--- src/rtl/csi2rx_raw7_b2p.sv ---
// CSI-2 RAW7 unpacker: 32-bit LSB-first payload words in, one 7-bit pixel per fire out (macro CSI2RX_RAW7_LEN_CHK_EN enables len_err).
// Latency: first pixel is valid the cycle after the word holding its last bit is accepted.
// Backpressure: dw_rdy drops while >= 7 bits are buffered; pixel_data/pixel_last hold while pixel_rdy is low.
module csi2rx_raw7_b2p #(
    parameter int DW_W = 32
) (
    input  logic            clk,
    input  logic            rst,
    input  logic            raw7_convrn_enable,
    input  logic            line_start,
    input  logic [15:0]     line_pixels,
    input  logic [DW_W-1:0] dw,
    input  logic            dw_vld,
    input  logic            dw_last,
    output logic            dw_rdy,
    output logic [6:0]      pixel_data,
    output logic            pixel_vld,
    output logic            pixel_last,
    input  logic            pixel_rdy,
    output logic            len_err
);

    typedef enum logic [1:0] {IDLE, ACTIVE, DRAIN} state_t;

    state_t      state_q, state_d;
    logic [37:0] buf_q, buf_d;
    logic [5:0]  fill_q, fill_d;
    logic [15:0] pix_cnt_q, pix_cnt_d;
    logic [15:0] lp_q, lp_d;
    logic        last_seen_q, last_seen_d;
`ifdef CSI2RX_RAW7_LEN_CHK_EN
    logic        len_err_q, len_err_d;
`endif

    logic        has_pix, dw_rdy_int, pix_vld_int, pix_last_int, dw_acc, pix_fire, gate;
    logic [37:0] dw_ext;

    assign dw_ext       = {{(38-DW_W){1'b0}}, dw};
    assign has_pix      = (fill_q >= 6'd7);
    assign dw_rdy_int   = ((state_q == ACTIVE) && !has_pix && !last_seen_q) || (state_q == DRAIN);
    assign pix_vld_int  = (state_q == ACTIVE) && has_pix;
    assign pix_last_int = pix_vld_int && (pix_cnt_q == lp_q - 16'd1);
    assign dw_acc       = dw_vld && dw_rdy_int;
    assign pix_fire     = pix_vld_int && pixel_rdy;

    always_comb begin
        state_d     = state_q;
        buf_d       = buf_q;
        fill_d      = fill_q;
        pix_cnt_d   = pix_cnt_q;
        lp_d        = lp_q;
        last_seen_d = last_seen_q;
`ifdef CSI2RX_RAW7_LEN_CHK_EN
        len_err_d   = 1'b0;
`endif
        if (!raw7_convrn_enable) begin
            state_d     = IDLE;
            buf_d       = '0;
            fill_d      = '0;
            pix_cnt_d   = '0;
            lp_d        = '0;
            last_seen_d = 1'b0;
        end else if (line_start) begin
            // A line_start mid-line is an abort; only an abort from ACTIVE is an error.
            buf_d       = '0;
            fill_d      = '0;
            pix_cnt_d   = '0;
            last_seen_d = 1'b0;
            lp_d        = line_pixels;
            state_d     = (line_pixels == 16'd0) ? DRAIN : ACTIVE;
`ifdef CSI2RX_RAW7_LEN_CHK_EN
            len_err_d   = (state_q == ACTIVE);
`endif
        end else begin
            case (state_q)
                ACTIVE: begin
                    if (dw_acc) begin
                        buf_d  = buf_q | (dw_ext << fill_q);
                        fill_d = fill_q + 6'd32;
                        if (dw_last) last_seen_d = 1'b1;
                    end else if (pix_fire) begin
                        pix_cnt_d = pix_cnt_q + 16'd1;
                        if (pix_last_int) begin
                            buf_d   = '0;
                            fill_d  = '0;
                            state_d = last_seen_q ? IDLE : DRAIN;
                        end else begin
                            buf_d  = buf_q >> 7;
                            fill_d = fill_q - 6'd7;
                        end
                    end else if (!has_pix && last_seen_q) begin
                        // Payload ended before the line's pixel count was reached.
                        state_d = IDLE;
                        buf_d   = '0;
                        fill_d  = '0;
`ifdef CSI2RX_RAW7_LEN_CHK_EN
                        len_err_d = 1'b1;
`endif
                    end
                end
                DRAIN: begin
                    if (dw_acc && dw_last) state_d = IDLE;
                end
                default: ;
            endcase
        end
    end

    always_ff @(posedge clk) begin
        if (rst) begin
            state_q     <= IDLE;
            buf_q       <= '0;
            fill_q      <= '0;
            pix_cnt_q   <= '0;
            lp_q        <= '0;
            last_seen_q <= 1'b0;
`ifdef CSI2RX_RAW7_LEN_CHK_EN
            len_err_q   <= 1'b0;
`endif
        end else begin
            state_q     <= state_d;
            buf_q       <= buf_d;
            fill_q      <= fill_d;
            pix_cnt_q   <= pix_cnt_d;
            lp_q        <= lp_d;
            last_seen_q <= last_seen_d;
`ifdef CSI2RX_RAW7_LEN_CHK_EN
            len_err_q   <= len_err_d;
`endif
        end
    end

    assign gate       = raw7_convrn_enable && !rst;
    assign dw_rdy     = gate && dw_rdy_int;
    assign pixel_vld  = gate && pix_vld_int;
    assign pixel_last = gate && pix_last_int;
    assign pixel_data = gate ? buf_q[6:0] : 7'd0;
`ifdef CSI2RX_RAW7_LEN_CHK_EN
    assign len_err    = gate && len_err_q;
`else
    assign len_err    = 1'b0;
`endif

endmodule

--- config.mk ---
export PLATFORM = sky130hd
export DESIGN_NAME = csi2rx_raw7_b2p
export DESIGN_NICKNAME = d
export VERILOG_FILES = /design/src/rtl/csi2rx_raw7_b2p.sv
export SDC_FILE = /design/constraint.sdc
export NUM_CORES = 1
export LEC_CHECK = 0
export CELL_PAD_IN_SITES_DETAIL_PLACEMENT = 2
export CELL_PAD_IN_SITES_GLOBAL_PLACEMENT = 2
export CORE_AREA = 4 4 142 144
export CTS_BUF_LIST = sky130_fd_sc_hd__clkbuf_8
export DETAILED_ROUTE_END_ITERATION = 8
export DIE_AREA = 0 0 146 148
export GPL_TIMING_DRIVEN = 0
export HOLD_SLACK_MARGIN = 0.02
export PLACE_DENSITY = 0.88
export SLEW_MARGIN = 20
export SYNTH_ARGS = -nofsm -noshare
export SYNTH_HDL_FRONTEND = slang
export SYNTH_SLANG_ARGS = --single-unit
--- constraint.sdc ---
create_clock -name clk -period 2.7 [get_ports clk]
set_clock_uncertainty 0.15 [all_clocks]
set_input_delay 0.54 -clock clk [delete_from_list [all_inputs] [get_ports clk]]
set_output_delay 0.54 -clock clk [all_outputs]
set_load 0.01 [all_outputs]
---- Word-level counts from Yosys, hierarchy flattened ----
Index checks and enable logic that the tools add are counted.
Widths: inputs -> output; s select.
word-level totals
  register bits ........................... 79
  input port bits ......................... 55
  output and inout port bits .............. 11
  logic and storage cells ................. 65
cells by class
  add/sub/neg operators ................... 4
  order comparisons ....................... 1
  equal/unequal tests ..................... 7
  shifts and indexed selects .............. 1
  multiplexer cells ....................... 18
  bitwise logic cells ..................... 3
  reductions and logical operators ........ 25
operators by type and width
  cell                   count
  $mux 38                3
  $or 38x38->38          1
  $shl 32x6->38          1
  $mux 31                1
  $mux 6                 4
  $add 16x1->16 const B  1
  $eq 16x16->1           1
  $logic_not 16->1       1
  $mux 2                 8
  $sub 16x1->16 const B  1
  $logic_and 1x1->1      12
  $mux 7                 1
  $add 6x6->6 const B    1
  $ge 6x3->1 const B     1
  $reduce_and 3->1       2
  $reduce_bool 3->1      2
  $sub 6x3->6 const B    1
  $reduce_and 5->1       1
  $ne 4x3->1 const B     1
  $ne 4x4->1 const B     1
  $pmux 2 s2             1
  $logic_not 1->1        3
  $ne 3x2->1 const B     1
  $ne 3x3->1 const B     1
  other kinds (7)        8

---- Depth between registers and ports, before layout ----
  depth in word-level cells ............... 10
  gate-level depth with buffers ........... 10
  depth with buffers taken out ............ 9

---- Least setup slack after synthesis ----
OpenSTA, ideal clock, no wires.
  path kind ............................... register to output
  start point ............................. reg lp_q[0]
  end point ............................... out pixel_last
  arrival ................................. 2.229 ns
  required time ........................... 2.010 ns
  path slack .............................. -0.219 ns
  stages on the path, launching flop included .. 10
  path buffers ............................ 0
  cells stage by stage .................... dfxtp_1 > inv_1 > ha_1 > xor2_1 > o211ai_1 > or4b_1 > nor2_1 > o2111ai_1 > a2111o_1 > nor2_1
on the way
  word-level cells in the longest chain between the ends .. 4
RTL lines
  element                 RTL line  text
  start, declared         29        logic [15:0] lp_q, lp_d;
  start signal, assigned  125       lp_q <= lp_d;
  $sub 16x1->16           42        assign pix_last_int = pix_vld_int && (pix_cnt_q == lp_q - 16'd1);
  $eq 16x16->1            42
  $logic_and 1x1->1       42
  $logic_and 1x1->1       136       assign pixel_last = gate && pix_last_int;
  end, declared           18        output logic pixel_last,
Every way passes these cells.

---- Worst setup path after layout ----
Same ends and word-level chain as after synthesis.

==> flow_metrics.py <==
metrics = {
    "finish": {
        "fin_util": 0.4196,
        "area_delta_synth_final_pct": 32.34,
        "final_cell_mix": "nor2_1 (83), dfxtp_1 (74), clkdlybuf4s50_1 (57)",
        "layout.cells.most_common": "nor2_1",
        "nNetsFinal": 858,
        "fin_cells": 1039,
        "drive_gt1_frac": 0.2621,
        "antenna_cells": 0,
    },
    "critical_path": {
        "cp-end-kind": "output pin",
        "worstPathRequired_ns": 2.01,
        "cp_slowest_cell": "nor4_4",
        "crit_type": "reg -> out",
        "reg2reg_slack_ns": -0.67,
        "crit_chain": "nor4_4 > xnor2_1 > or4b_4 > a2111o_1 > nor2_2 > buf_2",
        "cp.depth": 6,
        "crit_end": "pixel_last",
        "r2r-end": "buf_q[12]",
        "arrival_ns": 2.72,
        "reg2reg_from": "lp_q[3]",
        "crit_fanout": 7,
        "max_stage_delay_ns": 0.56,
        "crit_start": "lp_q[0]",
        "crit_family": "simple AND/OR/NAND/NOR gates",
        "cp_num_buf_inv": 1,
        "cp-start-kind": "register",
        "worstRegToRegCells": 14,
    },
    "timing": {
        "slew_violations": 0,
        "fin_ws_ns": -0.7105,
        "fmax_ghz": 0.2932,
        "rsz0062_at_grt": "yes",
        "tightest_slew_ns": 1.060,
        "period_minus_slack_ns": 3.410,
        "hold_viol": 0,
        "holdWs_ns": 0.3317,
        "finalSetupViolCount": 42,
        "min_period_over_period": 1.263,
        "slew_headroom": 0.2933,
    },
    "drt": {
        "wirelength_um": 26950,
        "drt-wirelength-per-cell_um": 25.94,
        "via_per_inst": 6.109,
        "ant_nets": 0,
        "remaining_drc_errors": 0,
        "vias": 6347,
        "drt_iter0_drc": 473,
        "first_pass_iters": 5,
    },
    "floorplanning": {
        "dieHeight_um": 148,
        "design.core.area_um2": 18710,
        "die_x_um": 146,
        "die-area_um2": 21610,
        "start_util": 0.3171,
        "placementRows": 50,
        "io_pins": 66,
    },
    "placed_design": {
        "dpl.hpwl_um": 17830,
        "io_buffer_count": 64,
        "pre_cts_ws_ns": -0.8051,
        "place.gp.congestion": 0.8752,
        "dp.cells": 996,
    },
    "grt": {
        "overflow": 0,
        "grt_pass1_wl_um": 37210,
        "gr-usage-all-layers": 0.2152,
        "grt_pass1_vias": 6779,
        "antenna_found_initial": 0,
        "grt_max_degree": 14,
    },
    "cts": {
        "clk_pin_slew_ns": 0.09,
        "ctsHoldBuffers": 0,
        "clk_latency_ns": 0.40,
        "cts_root_buffer": "clkbuf_8",
        "ctsHtreeMaxLevel": 3,
        "cts.path.max_buffers": 2,
        "cts_inserted_buffers": 9,
        "cts_tree": "yes",
        "clock_sinks": 79,
    },
    "outcome": {
        "violations": "negative setup slack",
        "outcome": "finished with violations",
    },
    "min_path": {
        "hold_class": "reg -> reg",
        "hold_depth": 2,
    },
    "synth": {
        "syn_nets": 756,
        "netlist_instances": 698,
        "async_flop_share": 0,
        "synth_edf_count": 0,
        "synthDistinctLibCells": 72,
        "yosysSeqAreaShare": 0.2667,
        "ys_seq_elements": 79,
        "yosysWarnings": 0,
        "synth_ff_type": "dfxtp_1",
        "synth_area_um2": 5931,
        "avgSynthCellArea_um2": 8.497,
    },
    "flow_run": {
        "maxCapViolations": 0,
    },
    "pwr": {
        "peakVddDrop_uv": 244.3,
        "power.density_nw_per_um2": 325.3,
        "p_leak_uw": 0.002811,
    },
}
## worst min path at each step
stage / start / to / slack, ns
2_1_floorplan: buf_q[0] / buf_q[0] / 0.27
3_3_place_gp: buf_q[34] / buf_q[34] / 0.30
3_5_place_dp: buf_q[8] / buf_q[8] / 0.31
4_1_cts: buf_q[37] / buf_q[37] / 0.32
5_1_grt: buf_q[10] / buf_q[3] / 0.35
6_report: buf_q[33] / buf_q[33] / 0.33
## worst min-delay path, cell delays in order, from the launching register on
cell and delay, ns:
dfxtp_1 0.34, a21oi_1 0.04, nor2_1 0.07
## state kept, by name (all words and copies together) (netlist names)
name	flops
fill_q	6
pix_cnt_q	16
buf_q	38
last_seen_q	1
state_q	2
lp_q	16
## routing by layer
layer  part of all wire  GRT usage
met1               0.38     0.2494
met2               0.54     0.4022
met3              0.046    0.03280
met4              0.040    0.07667
met5                  0          0
## stage by stage
step	setup TNS [ns]	cell area [µm²]	total power, µW
global route	-28.11	7849	2652
detailed placement	-25.40	6892	1656
CTS	-7.863	7272	2510
finish	-24.06	7849	2553
floorplan	-0.05443	5958	1461
global placement	-19.20	6892	1637
## repair_timing
item / 4_1_cts / 5_1_grt
cloned: 0 / 4
gates resized for setup: 50 / 109
setup buffers: 10 / 14
pin swaps: 5 / 35
endpoints found under the setup margin: 69 / 59
## logic make-up (layout without fill, tap and decap cells)
| family | count (synthesis) | count (layout) | share of synthesized area |
|---|---|---|---|
| xor gates and xnor gates | 33 | 33 | 0.04873 |
| AOI/OAI and AO/OA | 168 | 168 | 0.1928 |
| other | 1 | 1 | 0.0006323 |
| muxes | 94 | 94 | 0.2260 |
| buffers and inverters | 79 | 185 | 0.05949 |
| adders and majority gates | 3 | 3 | 0.006330 |
| and+or+nand+nor | 241 | 242 | 0.1994 |
| DFF | 79 | 79 | 0.2667 |
## power breakdown
group	internal, µW	total (µW)	switching (µW)
registers	1170	1190	18.1
clock network	355	861	507
logic	233	503	269
## cell usage after synthesis, types with 8 or more instances
library cell | instances | area share
inv_1 | 23 | 0.015
o22ai_1 | 13 | 0.014
dfxtp_1 | 79 | 0.27
a21oi_1 | 45 | 0.038
buf_2 | 8 | 0.0068
nand3_1 | 24 | 0.020
xnor2_1 | 22 | 0.032
nand2_1 | 55 | 0.035
mux2i_1 | 45 | 0.076
nor4_1 | 8 | 0.0084
o21ai_0 | 46 | 0.039
mux4_2 | 30 | 0.11
clkbuf_1 | 29 | 0.018
buf_1 | 10 | 0.0063
and3_1 | 9 | 0.0095
xor2_1 | 11 | 0.016
nor2_1 | 87 | 0.055
mux2_2 | 19 | 0.036
and2_1 | 14 | 0.015
o211ai_1 | 9 | 0.011
## layout make-up
| cell class | instances | area, µm² |
|---|---|---|
| multi-input combinational | 541 | 4466 |
| buffer | 54 | 311.5 |
| clock buffer | 10 | 137.6 |
| fill | 2035 | 10860 |
| tap | 234 | 292.8 |
| sequential | 79 | 1598 |
| inverter | 24 | 98.84 |
| clock inverter | 6 | 36.28 |
| timing repair buffer | 91 | 908.4 |
No activity file was read; power rests on OpenSTA's default activity.
